$ cat config.mk
export PLATFORM = sky130hd
export DESIGN_NAME = dmem_ctrl_flat
export DESIGN_NICKNAME = d
export VERILOG_FILES = /design/src/rtl/dmem_pkg.sv /design/src/rtl/dmem_ctrl_if.sv /design/src/rtl/dmem_align.sv /design/src/rtl/dmem_ctrl.sv /design/src/flat_wrapper.sv
export SDC_FILE = /design/constraint.sdc
export NUM_CORES = 1
export LEC_CHECK = 0
export BUFFER_PORTS_ARGS = -buffer_cell sky130_fd_sc_hd__buf_2
export CAP_MARGIN = 20
export CORE_MARGIN = 3
export CORE_UTILIZATION = 23
export CTS_CLUSTER_DIAMETER = 100
export CTS_CLUSTER_SIZE = 28
export DETAILED_ROUTE_END_ITERATION = 10
export GPL_TIMING_DRIVEN = 0
export MAX_ROUTING_LAYER = met4
export PLACE_DENSITY_LB_ADDON = 0.15
export SYNTH_ARGS = -nofsm -noshare
export SYNTH_HDL_FRONTEND = slang
export SYNTH_HIERARCHICAL = 1
export SYNTH_SLANG_ARGS = --single-unit
export TNS_END_PERCENT = 30
$ cat constraint.sdc
create_clock -name clk -period 8.2 [get_ports clk]
set_input_delay 1.23 -clock clk [delete_from_list [all_inputs] [get_ports clk]]
set_output_delay 1.23 -clock clk [all_outputs]
set_load 0.05 [all_outputs]
$ cat src/rtl/dmem_pkg.sv
// Shared types and constants for the MEM-stage data-memory controller.
package dmem_pkg;

    typedef enum logic [1:0] {
        IDLE = 2'd0,
        REQ  = 2'd1,
        WAIT = 2'd2,
        DONE = 2'd3
    } dmem_state_e;

    localparam logic [1:0] SZ_BYTE = 2'b00;
    localparam logic [1:0] SZ_HALF = 2'b01;
    localparam logic [1:0] SZ_WORD = 2'b10;

    // Wide enough for the largest supported timeout (1023).
    localparam int CNT_W = $clog2(1024);

    // funct3[1:0] of 10 and 11 are both treated as a word access.
    function automatic logic [1:0] size_of(input logic [1:0] f3_lo);
        return f3_lo[1] ? SZ_WORD : f3_lo;
    endfunction

endpackage

$ cat src/rtl/dmem_ctrl_if.sv
// Data bus between the MEM-stage controller (master) and data memory (slave).
interface dmem_ctrl_if;
    logic        dbus_req;
    logic        dbus_we;
    logic [31:0] dbus_addr;
    logic [3:0]  dbus_wstrb;
    logic [31:0] dbus_wdata;
    logic        dbus_gnt;
    logic        dbus_rvalid;
    logic [31:0] dbus_rdata;

    modport master (
        output dbus_req, dbus_we, dbus_addr, dbus_wstrb, dbus_wdata,
        input  dbus_gnt, dbus_rvalid, dbus_rdata
    );

    modport slave (
        input  dbus_req, dbus_we, dbus_addr, dbus_wstrb, dbus_wdata,
        output dbus_gnt, dbus_rvalid, dbus_rdata
    );
endinterface

$ cat src/rtl/dmem_align.sv
// Byte-lane handling: store strobes/replication, misalign detection and
// load lane extraction with sign/zero extension. Purely combinational.
module dmem_align
    import dmem_pkg::*;
(
    input  logic [1:0]  st_off_i,
    input  logic [1:0]  st_size_i,
    input  logic [31:0] st_data_i,
    input  logic        st_write_i,
    output logic        misalign_o,
    output logic [3:0]  st_wstrb_o,
    output logic [31:0] st_wdata_o,
    input  logic [1:0]  ld_off_i,
    input  logic [2:0]  ld_funct3_i,
    input  logic [31:0] ld_rdata_i,
    output logic [31:0] ld_data_o
);

    logic [1:0] st_sz;
    logic [1:0] ld_sz;
    logic [7:0] ld_byte;
    logic [15:0] ld_half;

    // Store side: strobes only for writes, data replicated across lanes.
    always_comb begin
        st_sz      = size_of(st_size_i);
        misalign_o = ((st_sz == SZ_HALF) && st_off_i[0]) ||
                     ((st_sz == SZ_WORD) && (st_off_i != 2'b00));
        case (st_sz)
            SZ_BYTE: begin
                st_wstrb_o = 4'b0001 << st_off_i;
                st_wdata_o = {4{st_data_i[7:0]}};
            end
            SZ_HALF: begin
                st_wstrb_o = 4'b0011 << {st_off_i[1], 1'b0};
                st_wdata_o = {2{st_data_i[15:0]}};
            end
            default: begin
                st_wstrb_o = 4'b1111;
                st_wdata_o = st_data_i;
            end
        endcase
        if (!st_write_i) begin
            st_wstrb_o = 4'b0000;
        end
    end

    // Load side: pick the addressed lane, then extend per funct3[2].
    always_comb begin
        ld_sz = size_of(ld_funct3_i[1:0]);
        case (ld_off_i)
            2'd0:    ld_byte = ld_rdata_i[7:0];
            2'd1:    ld_byte = ld_rdata_i[15:8];
            2'd2:    ld_byte = ld_rdata_i[23:16];
            default: ld_byte = ld_rdata_i[31:24];
        endcase
        ld_half = ld_off_i[1] ? ld_rdata_i[31:16] : ld_rdata_i[15:0];
        case (ld_sz)
            SZ_BYTE: ld_data_o = ld_funct3_i[2] ? {24'd0, ld_byte}
                                                : {{24{ld_byte[7]}}, ld_byte};
            SZ_HALF: ld_data_o = ld_funct3_i[2] ? {16'd0, ld_half}
                                                : {{16{ld_half[15]}}, ld_half};
            default: ld_data_o = ld_rdata_i;
        endcase
    end

endmodule

$ cat src/rtl/dmem_ctrl.sv
// MEM-stage data-memory controller: one word-aligned bus transaction per
// load/store, stalling the pipeline until it completes, times out or is
// rejected as misaligned.
//
//  state | meaning
//  IDLE  | waiting for a load/store in MEM; aligned -> REQ, misaligned -> DONE
//  REQ   | dbus_req high with fields stable until gnt
//  WAIT  | granted, waiting for rvalid
//  DONE  | result/error valid, stall released for this one cycle
module dmem_ctrl
    import dmem_pkg::*;
#(
    parameter int unsigned TIMEOUT_CYCLES = 255
) (
    input  logic              clk,
    input  logic              rst,
    input  logic              mem_mem_read_i,
    input  logic              mem_mem_write_i,
    input  logic [31:0]       mem_alu_out_i,
    input  logic [31:0]       mem_rs2_data_i,
    input  logic [2:0]        mem_funct3_i,
    dmem_ctrl_if.master       dbus,
    output logic              mem_stall_o,
    output logic [31:0]       load_data_o,
    output logic              err_misalign_o,
    output logic              err_bus_o
);

    dmem_state_e      state_q;
    logic [CNT_W-1:0] cnt_q;
    logic [CNT_W-1:0] cnt_d;
    logic             req_q;
    logic             we_q;
    logic [31:0]      addr_q;
    logic [3:0]       wstrb_q;
    logic [31:0]      wdata_q;
    logic [1:0]       ld_off_q;
    logic [2:0]       ld_funct3_q;
    logic [31:0]      load_q;
    logic             emis_q;
    logic             ebus_q;

    logic             access;
    logic             misalign;
    logic [3:0]       st_wstrb;
    logic [31:0]      st_wdata;
    logic [31:0]      ld_fmt;
    logic             timeout_hit;

    assign access = mem_mem_read_i | mem_mem_write_i;

    dmem_align u_align (
        .st_off_i    (mem_alu_out_i[1:0]),
        .st_size_i   (mem_funct3_i[1:0]),
        .st_data_i   (mem_rs2_data_i),
        .st_write_i  (mem_mem_write_i),
        .misalign_o  (misalign),
        .st_wstrb_o  (st_wstrb),
        .st_wdata_o  (st_wdata),
        .ld_off_i    (ld_off_q),
        .ld_funct3_i (ld_funct3_q),
        .ld_rdata_i  (dbus.dbus_rdata),
        .ld_data_o   (ld_fmt)
    );

    // Cycle count of the current REQ/WAIT residency, including this cycle.
    always_comb begin
        cnt_d       = cnt_q + 1'b1;
        timeout_hit = (cnt_d == CNT_W'(TIMEOUT_CYCLES));
    end

    // Transaction FSM with registered bus fields, result and error pulses.
    always_ff @(posedge clk or posedge rst) begin
        if (rst) begin
            state_q     <= IDLE;
            cnt_q       <= '0;
            req_q       <= 1'b0;
            we_q        <= 1'b0;
            addr_q      <= '0;
            wstrb_q     <= '0;
            wdata_q     <= '0;
            ld_off_q    <= '0;
            ld_funct3_q <= '0;
            load_q      <= '0;
            emis_q      <= 1'b0;
            ebus_q      <= 1'b0;
        end else begin
            // Error flags are set only on entry to DONE, so they last one cycle.
            emis_q <= 1'b0;
            ebus_q <= 1'b0;
            case (state_q)
                IDLE: begin
                    if (access) begin
                        if (misalign) begin
                            load_q  <= '0;
                            emis_q  <= 1'b1;
                            state_q <= DONE;
                        end else begin
                            req_q       <= 1'b1;
                            we_q        <= mem_mem_write_i;
                            addr_q      <= {mem_alu_out_i[31:2], 2'b00};
                            wstrb_q     <= st_wstrb;
                            wdata_q     <= st_wdata;
                            ld_off_q    <= mem_alu_out_i[1:0];
                            ld_funct3_q <= mem_funct3_i;
                            cnt_q       <= '0;
                            state_q     <= REQ;
                        end
                    end
                end
                REQ: begin
                    cnt_q <= cnt_d;
                    // A completing response wins over a coincident timeout.
                    if (dbus.dbus_gnt && dbus.dbus_rvalid) begin
                        req_q   <= 1'b0;
                        load_q  <= we_q ? 32'd0 : ld_fmt;
                        state_q <= DONE;
                    end else if (timeout_hit) begin
                        req_q   <= 1'b0;
                        load_q  <= '0;
                        ebus_q  <= 1'b1;
                        state_q <= DONE;
                    end else if (dbus.dbus_gnt) begin
                        req_q   <= 1'b0;
                        state_q <= WAIT;
                    end
                end
                WAIT: begin
                    cnt_q <= cnt_d;
                    if (dbus.dbus_rvalid) begin
                        load_q  <= we_q ? 32'd0 : ld_fmt;
                        state_q <= DONE;
                    end else if (timeout_hit) begin
                        load_q  <= '0;
                        ebus_q  <= 1'b1;
                        state_q <= DONE;
                    end
                end
                DONE: begin
                    state_q <= IDLE;
                end
                default: begin
                    state_q <= IDLE;
                end
            endcase
        end
    end

    // The pipeline advances only at the end of the DONE cycle.
    always_comb begin
        mem_stall_o = access && (state_q != DONE) && !rst;
    end

    assign dbus.dbus_req   = req_q;
    assign dbus.dbus_we    = we_q;
    assign dbus.dbus_addr  = addr_q;
    assign dbus.dbus_wstrb = wstrb_q;
    assign dbus.dbus_wdata = wdata_q;
    assign load_data_o     = load_q;
    assign err_misalign_o  = emis_q;
    assign err_bus_o       = ebus_q;

endmodule
$ cat src/flat_wrapper.sv
// flat-port wrapper written by rule: the top's interface ports become plain ports
module dmem_ctrl_flat import dmem_pkg::*;
#(
    parameter int unsigned TIMEOUT_CYCLES = 255
)
  (clk, rst, mem_mem_read_i, mem_mem_write_i, mem_alu_out_i, mem_rs2_data_i, mem_funct3_i, mem_stall_o, load_data_o, err_misalign_o, err_bus_o, dbus_dbus_req, dbus_dbus_we, dbus_dbus_addr, dbus_dbus_wstrb, dbus_dbus_wdata, dbus_dbus_gnt, dbus_dbus_rvalid, dbus_dbus_rdata);
  dmem_ctrl_if dbus_i ();
  input  logic clk;
  input  logic rst;
  input  logic mem_mem_read_i;
  input  logic mem_mem_write_i;
  input  logic [31:0] mem_alu_out_i;
  input  logic [31:0] mem_rs2_data_i;
  input  logic [2:0] mem_funct3_i;
  output logic mem_stall_o;
  output logic [31:0] load_data_o;
  output logic err_misalign_o;
  output logic err_bus_o;
  output wire logic [$bits(dbus_i.dbus_req)-1:0] dbus_dbus_req;
  output wire logic [$bits(dbus_i.dbus_we)-1:0] dbus_dbus_we;
  output wire logic [$bits(dbus_i.dbus_addr)-1:0] dbus_dbus_addr;
  output wire logic [$bits(dbus_i.dbus_wstrb)-1:0] dbus_dbus_wstrb;
  output wire logic [$bits(dbus_i.dbus_wdata)-1:0] dbus_dbus_wdata;
  input wire logic [$bits(dbus_i.dbus_gnt)-1:0] dbus_dbus_gnt;
  input wire logic [$bits(dbus_i.dbus_rvalid)-1:0] dbus_dbus_rvalid;
  input wire logic [$bits(dbus_i.dbus_rdata)-1:0] dbus_dbus_rdata;
  assign dbus_dbus_req = dbus_i.dbus_req;
  assign dbus_dbus_we = dbus_i.dbus_we;
  assign dbus_dbus_addr = dbus_i.dbus_addr;
  assign dbus_dbus_wstrb = dbus_i.dbus_wstrb;
  assign dbus_dbus_wdata = dbus_i.dbus_wdata;
  assign dbus_i.dbus_gnt = dbus_dbus_gnt;
  assign dbus_i.dbus_rvalid = dbus_dbus_rvalid;
  assign dbus_i.dbus_rdata = dbus_dbus_rdata;
  dmem_ctrl #(.TIMEOUT_CYCLES(TIMEOUT_CYCLES)) u_core (.clk(clk), .rst(rst), .mem_mem_read_i(mem_mem_read_i), .mem_mem_write_i(mem_mem_write_i), .mem_alu_out_i(mem_alu_out_i), .mem_rs2_data_i(mem_rs2_data_i), .mem_funct3_i(mem_funct3_i), .dbus(dbus_i), .mem_stall_o(mem_stall_o), .load_data_o(load_data_o), .err_misalign_o(err_misalign_o), .err_bus_o(err_bus_o));
endmodule
==> results of run 1 <==
## per-stage QoR
step | setup WS (ps) | cells | power (mW) | hold WS [ps]
global placement | 1630 | 1534 | 3.51 | 456
floorplan | 3810 | 893 | 2.82 | 455
global route | 3680 | 1570 | 4.56 | 490
finish | 3950 | 1570 | 4.27 | 471
CTS | 3980 | 1567 | 4.32 | 478
detailed placement | 3530 | 1535 | 3.51 | 457
## path summary, 6_finish.rpt
path                                                           to  slack, ps                             startpoint
setup / recovery                u_core/load_data_o[3]$_DFFE_PP0P_       3950                        mem_funct3_i[1]
hold / removal              u_core/dbus.dbus_wstrb[0]$_DFFE_PP0P_        470  u_core/dbus.dbus_wstrb[0]$_DFFE_PP0P_
setup reg to reg               u_core/load_data_o[13]$_DFFE_PP0P_       5450          u_core/state_q[0]$_DFFE_PP0P_
hold reg to reg             u_core/dbus.dbus_wstrb[0]$_DFFE_PP0P_        470  u_core/dbus.dbus_wstrb[0]$_DFFE_PP0P_
max in group asynchronous  u_core/dbus.dbus_wdata[19]$_DFFE_PP0P_       6570                                    rst
min in group asynchronous           u_core/state_q[0]$_DFFE_PP0P_        920                                    rst
## Yosys cell counts (all sizes together) (3+ instances only)
cell           n  area, um^2
a21oi         40         200
a22o          10        87.6
nor2b          8        50.1
mux2          19         214
a22oi         31         233
or2b           4        35.0
dfrtp        119        2980
nand2        290        1090
mux2i         11         110
or3            4        26.3
ha             6        75.1
and2b          4        30.0
o21ai         53         265
nand3b         3        22.5
o22a           7        61.3
buf           23         189
and2           6        38.8
inv           36         135
nor2          16        62.6
a21o           9        67.6
dlygate4sd3    4        40.0
nor3          29         161
o221ai        24         335
a2bb2oi        7        61.3
clkbuf        45         210
o31ai          3        22.5
a221o          8        80.1
and3          25         179
nand3         15        80.1
## sequential cells by signal, indices dropped and copies added, names as in the netlist, 2 cells and up
register / flops
u_core/ld_funct3_q: 3
u_core/dbus.dbus_wstrb: 4
u_core/ld_off_q: 2
u_core/load_data_o: 32
u_core/state_q: 2
u_core/dbus.dbus_addr: 30
u_core/dbus.dbus_wdata: 32
u_core/cnt_q: 10
## where the power goes
| part | internal (mW) | switching, mW | total (mW) |
|---|---|---|---|
| Clock | 0.456 | 0.323 | 0.780 |
| Combinational | 0.685 | 1.77 | 2.45 |
| Sequential | 0.834 | 0.201 | 1.04 |
| Total | 1.98 | 2.29 | 4.27 |
## layer usage
metal  global-route usage, %  vias up  part of all wire (%)
met1                    21.0     3480                    47
li1                        -     3554                     -
met5                       -        -                     0
met2                    25.4      197                    47
met4                    3.98        0                   1.1
met3                    3.91       20                   5.5
## critical path, delay by kind of cell
family,cells,cell delay (ps)
compound gates,4,1170
simple gates,3,710
buf+inv,4,1470
## kinds of logic (layout without fill, tap and decap cells)
| family | Yosys count | after routing | share of synthesized area [%] |
|---|---|---|---|
| adder cells (fa/ha/maj) | 6 | 6 | 1.00 |
| multiplexers | 30 | 30 | 4.32 |
| AO/OA/AOI/OAI | 210 | 210 | 22.1 |
| other | 1 | 5 | 0.0500 |
| flip-flops | 119 | 119 | 39.7 |
| buffers and inverters | 110 | 349 | 7.89 |
| XOR/XNOR | 1 | 1 | 0.117 |
| AND/OR/NAND/NOR | 415 | 415 | 24.8 |
## layout make-up
| type | instances | area share [%] |
|---|---|---|
| clock inverters | 14 | 1.70 |
| clock buffers | 18 | 4.42 |
| plain buffers | 74 | 4.70 |
| repair buffers | 207 | 10.9 |
| multi-input cells | 664 | 40.5 |
| inverters | 36 | 1.44 |
| flip-flops and latches | 119 | 30.7 |
| diodes | 3 | 0.0773 |
| well taps | 435 | 5.60 |
==> parameters.txt, run 1 <==
Parameter                              Value

Die
  Floorplan core area    0.0319 mm^2
  Count of pins on the block boundary    210
  Full die area    0.0348 mm^2
  DIE HEIGHT    187 um
  DIE WIDTH    187 um
  Starting density of the core    23.5%
  Cell row count    65

Critical path
  Cell Chain, Critical Path    buf_2 > clkbuf_1 > clkbuf_1 > a21oi_1 > nor2_1 > o21ai_0 > a21oi_1 > clkbuf_1 > and3_2 > nand2_1 > o221ai_2
  Critical path data arrival time    4580 ps
  WP data required    8540 ps
  Worst r2r path cells    8
  Crit Path Category    in2reg
  Worst path most repeated cell    sky130_fd_sc_hd__clkbuf_1
  Kind of capture point of the worst setup path    flip-flop
  Max Fanout on Critical Path    10
  Highest-delay cell along the critical path    sky130_fd_sc_hd__a21oi_1
  Crit path largest cell delay    730 ps
  Launching element type of the critical path    input port

Synthesis
  Post-Synthesis Mean Instance Area    8.41 um^2
  Gate count of the mapped netlist    892
  Post-Synthesis Cell Area    0.00750 mm^2
  Most instantiated flip-flop cell in the synthesis netlist    sky130_fd_sc_hd__dfrtp_1
  Flip-flop and latch count after synthesis    119
  Unique masters post-synth    68
  Number of synthesized flops with an enable pin    0
  Synth warnings    6
  Portion of the post-synthesis area used by sequential elements    39.7%
  Ys async rst share    100%

Timing
  Worst slew margin relative to its limit    42.7%
  Unrepaired setup endpoints after global routing    no
  Max-slew violation count    0
  Setup Skew    10.7 ps
  Achievable frequency    235 MHz
  Post-route fraction of the period consumed by the critical path    51.8%
  Number of endpoints with negative hold slack in the final report    0
  Final Critical Period    4250 ps
  Actual slew at the worst max-slew pin    859 ps
  Final TNS setup    0 ps
  Final count of negative-setup-slack endpoints    0

Layout
  Final non-filler cell area    0.00971 mm^2
  Ratio of cells with drive above 1 in the final layout    30.7%
  Final nets    1230
  Final standard cell utilization of the core    30.5%
  Reg area    0.00298 mm^2
  Filler cell count    3547
  Highest-count cells in the layout ignoring fill and taps    sky130_fd_sc_hd__nand2_1, sky130_fd_sc_hd__buf_2, sky130_fd_sc_hd__dfrtp_1
  Most common library cell in the layout ignoring fill and taps    sky130_fd_sc_hd__nand2_1
  Area of combinational cells with multiple inputs    0.00394 mm^2
  Synthesis-to-finish area growth    29.5%

Min path
  Min-Delay Path Depth    2
  Worst hold-check path type    reg2reg

Clock network
  Number of resized instances in the post-cts repair step    0
  Clock tree sinks    119
  CTS max path bufs    2
  Cts-stage hold buffer count    0
  Clock root buffer    sky130_fd_sc_hd__clkbuf_16
  CTS tree    built
  Post-CTS clock slew at the launch and capture registers of the worst setup and hold paths    60 ps
  CTS H-Tree Depth    4
  Cts bufs inserted    17
  Clk_lat worst skew    430 ps
  Setup repair bufs after CTS    0

Global routing
  Gr usage total    16.2%
  Global route total overflow    0
  Maximum number of pins on one net before global-route repair    69
  Initial antenna violation count    3
  Number of global-route vias before repair    7527
  Global-route wire length before repair    43.4 mm

Place
  Post-DP Area    0.00911 mm^2
  Placed wire-length estimate after detailed placement    20.5 mm
  Placer's final routability congestion estimate    0.868
  Count of buffers inserted at the top-level ports    206

Drt
  Via total after detailed routing    7251
  Detailed Routing Iterations Pass 1    5
  Via-per-instance ratio    4.62
  Routed length per placed instance    17.4 um
  Number of routed nets with antenna violations    0
  Routed wire length    27.4 mm
  Initial detailed-routing violation count    425
  Post-route DRC violation count    0

Run
  Number of violations of the max-capacitance limit    0

Run status
  Result of the run    complete, no violations

Pwr
  Static Leak    4.78 nW
  Power density cells    439 mW/mm^2
  Peak VDD IR    0.000206 V
Power figures use the tool's default switching activity.
==> inputs of run 2 (changes only) <==
ABC_AREA = 1   (was not set)
clock period = 4.1 ns   (was 8.2 ns; I/O delays follow)
==> run 2 against run 1 <==
Critical path depth is the same. Synthesized cell count grew 28%. First-iteration DRC count grew 30%. Setup slack lost 2800 ps. Cell count grew 16%. Sequential share of layout area grew 0.099 points. Hold slack lost 160 ps. Flip-flop and latch count is the same. Area after synthesis shrank 0.32%. Count of clock-buffer cells in the layout is the same. Combinational power grew 100%.
==> parameters.txt, run 2 <==
Parameter                              Value

Run status
  Result of the run    complete, no violations

Global routing
  Number of global-route vias before repair    7868
  Maximum number of pins on one net before global-route repair    74
  Gr usage total    16.9%
  Global-route wire length before repair    45.1 mm
  Global route total overflow    0
  Initial antenna violation count    0

Synthesis
  Most instantiated flip-flop cell in the synthesis netlist    sky130_fd_sc_hd__dfrtp_1
  Ys async rst share    100%
  Share of the synthesized area in the top cell type    39.8%
  Number of synthesized flops with an enable pin    0
  Dominant cells by area after synthesis    sky130_fd_sc_hd__dfrtp_1, sky130_fd_sc_hd__nand2_1, sky130_fd_sc_hd__o21ai_0
  List of most frequent post-synthesis cells    sky130_fd_sc_hd__nand2_1, sky130_fd_sc_hd__dfrtp_1, sky130_fd_sc_hd__o21ai_0
  Flip-flop and latch count after synthesis    119
  Unique masters post-synth    35
  Most instantiated library cell after synthesis    sky130_fd_sc_hd__nand2_1
  Gate count of the mapped netlist    1139
  Portion of the post-synthesis area used by sequential elements    39.8%
  Synth warnings    6
  Post-Synthesis Mean Instance Area    6.56 um^2
  Post-Synthesis Cell Area    0.00748 mm^2
  Post-synth top area cell    sky130_fd_sc_hd__dfrtp_1

Timing
  Worst slew margin relative to its limit    49.0%
  Achievable frequency    344 MHz
  Final TNS setup    0 ps
  Unrepaired setup endpoints after global routing    no
  Final Critical Period    2910 ps
  Setup Skew    11.9 ps
  Slack of the critical path    1190 ps
  Max-slew violation count    0
  Final count of negative-setup-slack endpoints    0
  Number of endpoints with negative hold slack in the final report    0
  Post-route fraction of the period consumed by the critical path    71.0%
  Final Hold Slack    313 ps
  Actual slew at the worst max-slew pin    765 ps

Critical path
  Crit Path Category    in2reg
  Highest-delay cell along the critical path    sky130_fd_sc_hd__clkbuf_1
  Launching element type of the critical path    input port
  WP data required    4460 ps
  Critical path data arrival time    3270 ps
  Cell type group with the largest total delay on the critical path    simple AND/OR/NAND/NOR gates
  Reg2reg start    u_core/state_q[0]$_DFFE_PP0P_
  Worst path most repeated cell    sky130_fd_sc_hd__nand2_1
  Number of buffers and inverters on the critical path    3
  Max Fanout on Critical Path    10
  Crit path largest cell delay    550 ps
  Cell Chain, Critical Path    buf_2 > inv_2 > nand2_1 > o22ai_1 > nand2_1 > o21ai_0 > nand2_1 > nor2_1 > clkbuf_1 > nand2_1 > nand2_1
  Source of the critical timing path    mem_funct3_i[1]
  Kind of capture point of the worst setup path    flip-flop

Layout
  Area of combinational cells with multiple inputs    0.00396 mm^2
  ANT cells    0
  Filler cell count    3590
  Final nets    1477
  Synthesis-to-finish area growth    29.5%
  Most common library cell in the layout ignoring fill and taps    sky130_fd_sc_hd__nand2_1
  Final cell count without fillers    1814
  Ratio of cells with drive above 1 in the final layout    22.9%
  Reg area    0.00298 mm^2
  Final standard cell utilization of the core    30.5%
  Highest-count cells in the layout ignoring fill and taps    sky130_fd_sc_hd__nand2_1, sky130_fd_sc_hd__buf_2, sky130_fd_sc_hd__dfrtp_1

Drt
  Detailed route wirelength on metal3    2.26 mm
  Metal-1 WL    13.5 mm
  Routed length per placed instance    15.7 um
  Uppermost metal layer occupied by signal nets    met4
  Initial detailed-routing violation count    553
  Routed wire length    28.5 mm
  Met2 wire length    12.3 mm
  Number of routed nets with antenna violations    0
  Detailed Routing Iterations Pass 1    5
  Via total after detailed routing    7926
  Post-route DRC violation count    0
  Via-per-instance ratio    4.37

Place
  Placed Cells incl. Taps    1782
  Pre-CTS worst setup slack    761 ps
  Placer's final routability congestion estimate    0.890
  Count of buffers inserted at the top-level ports    206
  Placed wire-length estimate after detailed placement    21.4 mm

Die
  DIE WIDTH    186 um
  Full die area    0.0347 mm^2
  Cell row count    65
  Starting density of the core    23.5%
  Count of pins on the block boundary    210
  DIE HEIGHT    186 um
  Floorplan core area    0.0318 mm^2

Clock network
  CTS H-Tree Depth    4
  CTS max path bufs    2
  CTS tree    built
  Number of resized instances in the post-cts repair step    0
  Clock tree sinks    119
  Cts bufs inserted    17
  Setup repair bufs after CTS    0
  Clk_lat worst skew    430 ps
  Cts-stage hold buffer count    0
  Post-CTS clock slew at the launch and capture registers of the worst setup and hold paths    70 ps
  Clock root buffer    sky130_fd_sc_hd__clkbuf_16

Pwr
  Clock network fraction of design power    18.6%
  Peak VDD IR    0.000376 V
  Combinational group share of total power    57.8%
  Static Leak    5.55 nW
  Proportion of power drawn by flip-flops and latches    23.6%
  Power density cells    875 mW/mm^2
  Switch share    55.5%
  Internal power of the cells    3.77 mW
  Sw power    4.70 mW

Min path
  Worst hold-check path type    in2async

Run
  Number of violations of the max-capacitance limit    0
## run 2: cell types whose count changed after synthesis, moves of 18 or more
cell | before | now
sky130_fd_sc_hd__o221ai_2 | 20 | 0
sky130_fd_sc_hd__nand2_1 | 288 | 682
sky130_fd_sc_hd__and3_2 | 18 | 0
sky130_fd_sc_hd__a22oi_1 | 31 | 0
sky130_fd_sc_hd__nor3_1 | 27 | 2
sky130_fd_sc_hd__nand3_2 | 1 | 23
sky130_fd_sc_hd__mux2_2 | 19 | 0
## run 2: area by class of cell
| cell class | instances | share of cell area [%] |
|---|---|---|
| Multi-Input combinational cell | 908 | 40.9 |
| Sequential cell | 119 | 30.8 |
| Timing Repair Buffer | 207 | 10.9 |
| Tap cell | 435 | 5.62 |
| Clock buffer | 18 | 4.43 |
| Buffer | 69 | 3.89 |
| Inverter | 44 | 1.76 |
| Clock inverter | 14 | 1.71 |
## run 2: logic make-up (layout without fill, tap and decap cells)
group / after synthesis / after routing / share of synthesized area (%)
xor+xnor: 2 / 2 / 0.234
compound gates: 122 / 122 / 8.84
flops: 119 / 119 / 39.8
fa+ha+maj: 6 / 6 / 1.00
simple gates: 776 / 776 / 42.8
buf+inv: 113 / 352 / 7.25
other cells: 1 / 2 / 0.0502
## run 2: per-stage QoR
step / cell area, um^2 / power [mW]
global route: 9680 / 9.13
CTS: 9680 / 8.57
global placement: 9060 / 6.92
finish: 9680 / 8.47
detailed placement: 9090 / 6.94
floorplan: 7480 / 5.55
## run 2: path summary, 6_finish.rpt
check                                                               to  slack [ps]  depth (start not counted)
worst max-delay path                u_core/load_data_o[18]$_DFFE_PP0P_        1190                         11
worst min-delay path             u_core/dbus.dbus_addr[20]$_DFFE_PP0P_         310                          2
worst max register to register      u_core/load_data_o[18]$_DFFE_PP0P_        1500                          9
worst min register to register  u_core/dbus.dbus_wdata[15]$_DFFE_PP0P_         470                          2
max in group asynchronous           u_core/load_data_o[21]$_DFFE_PP0P_        3080                          3
min in group clk                 u_core/dbus.dbus_addr[15]$_DFFE_PP0P_         380                          3
## run 2: worst reg2reg max path, delay by kind of cell (launching register included)
family          cells  cell delay (ps)
flops               1              420
buf+inv             3              720
compound gates      1              200
fa+ha+maj           1              300
simple gates        4              890
## run 2: metal layers
layer / vias up / track usage [%]
met1: 3645 / 23.1
met2: 276 / 24.8
met4: 0 / 3.84
li1: 3988 / -
met3: 17 / 4.75
met5: - / -
## run 2: power groups by stage
stage / sequential, mW / combinational (mW) / clock, mW
2_1_floorplan: 3.46 / 2.09 / 0
3_3_place_gp: 2.02 / 4.91 / 0
3_5_place_dp: 2.01 / 4.93 / 0
4_1_cts: 2.01 / 4.93 / 1.62
5_1_grt: 2.08 / 5.38 / 1.68
6_report: 2.00 / 4.90 / 1.57
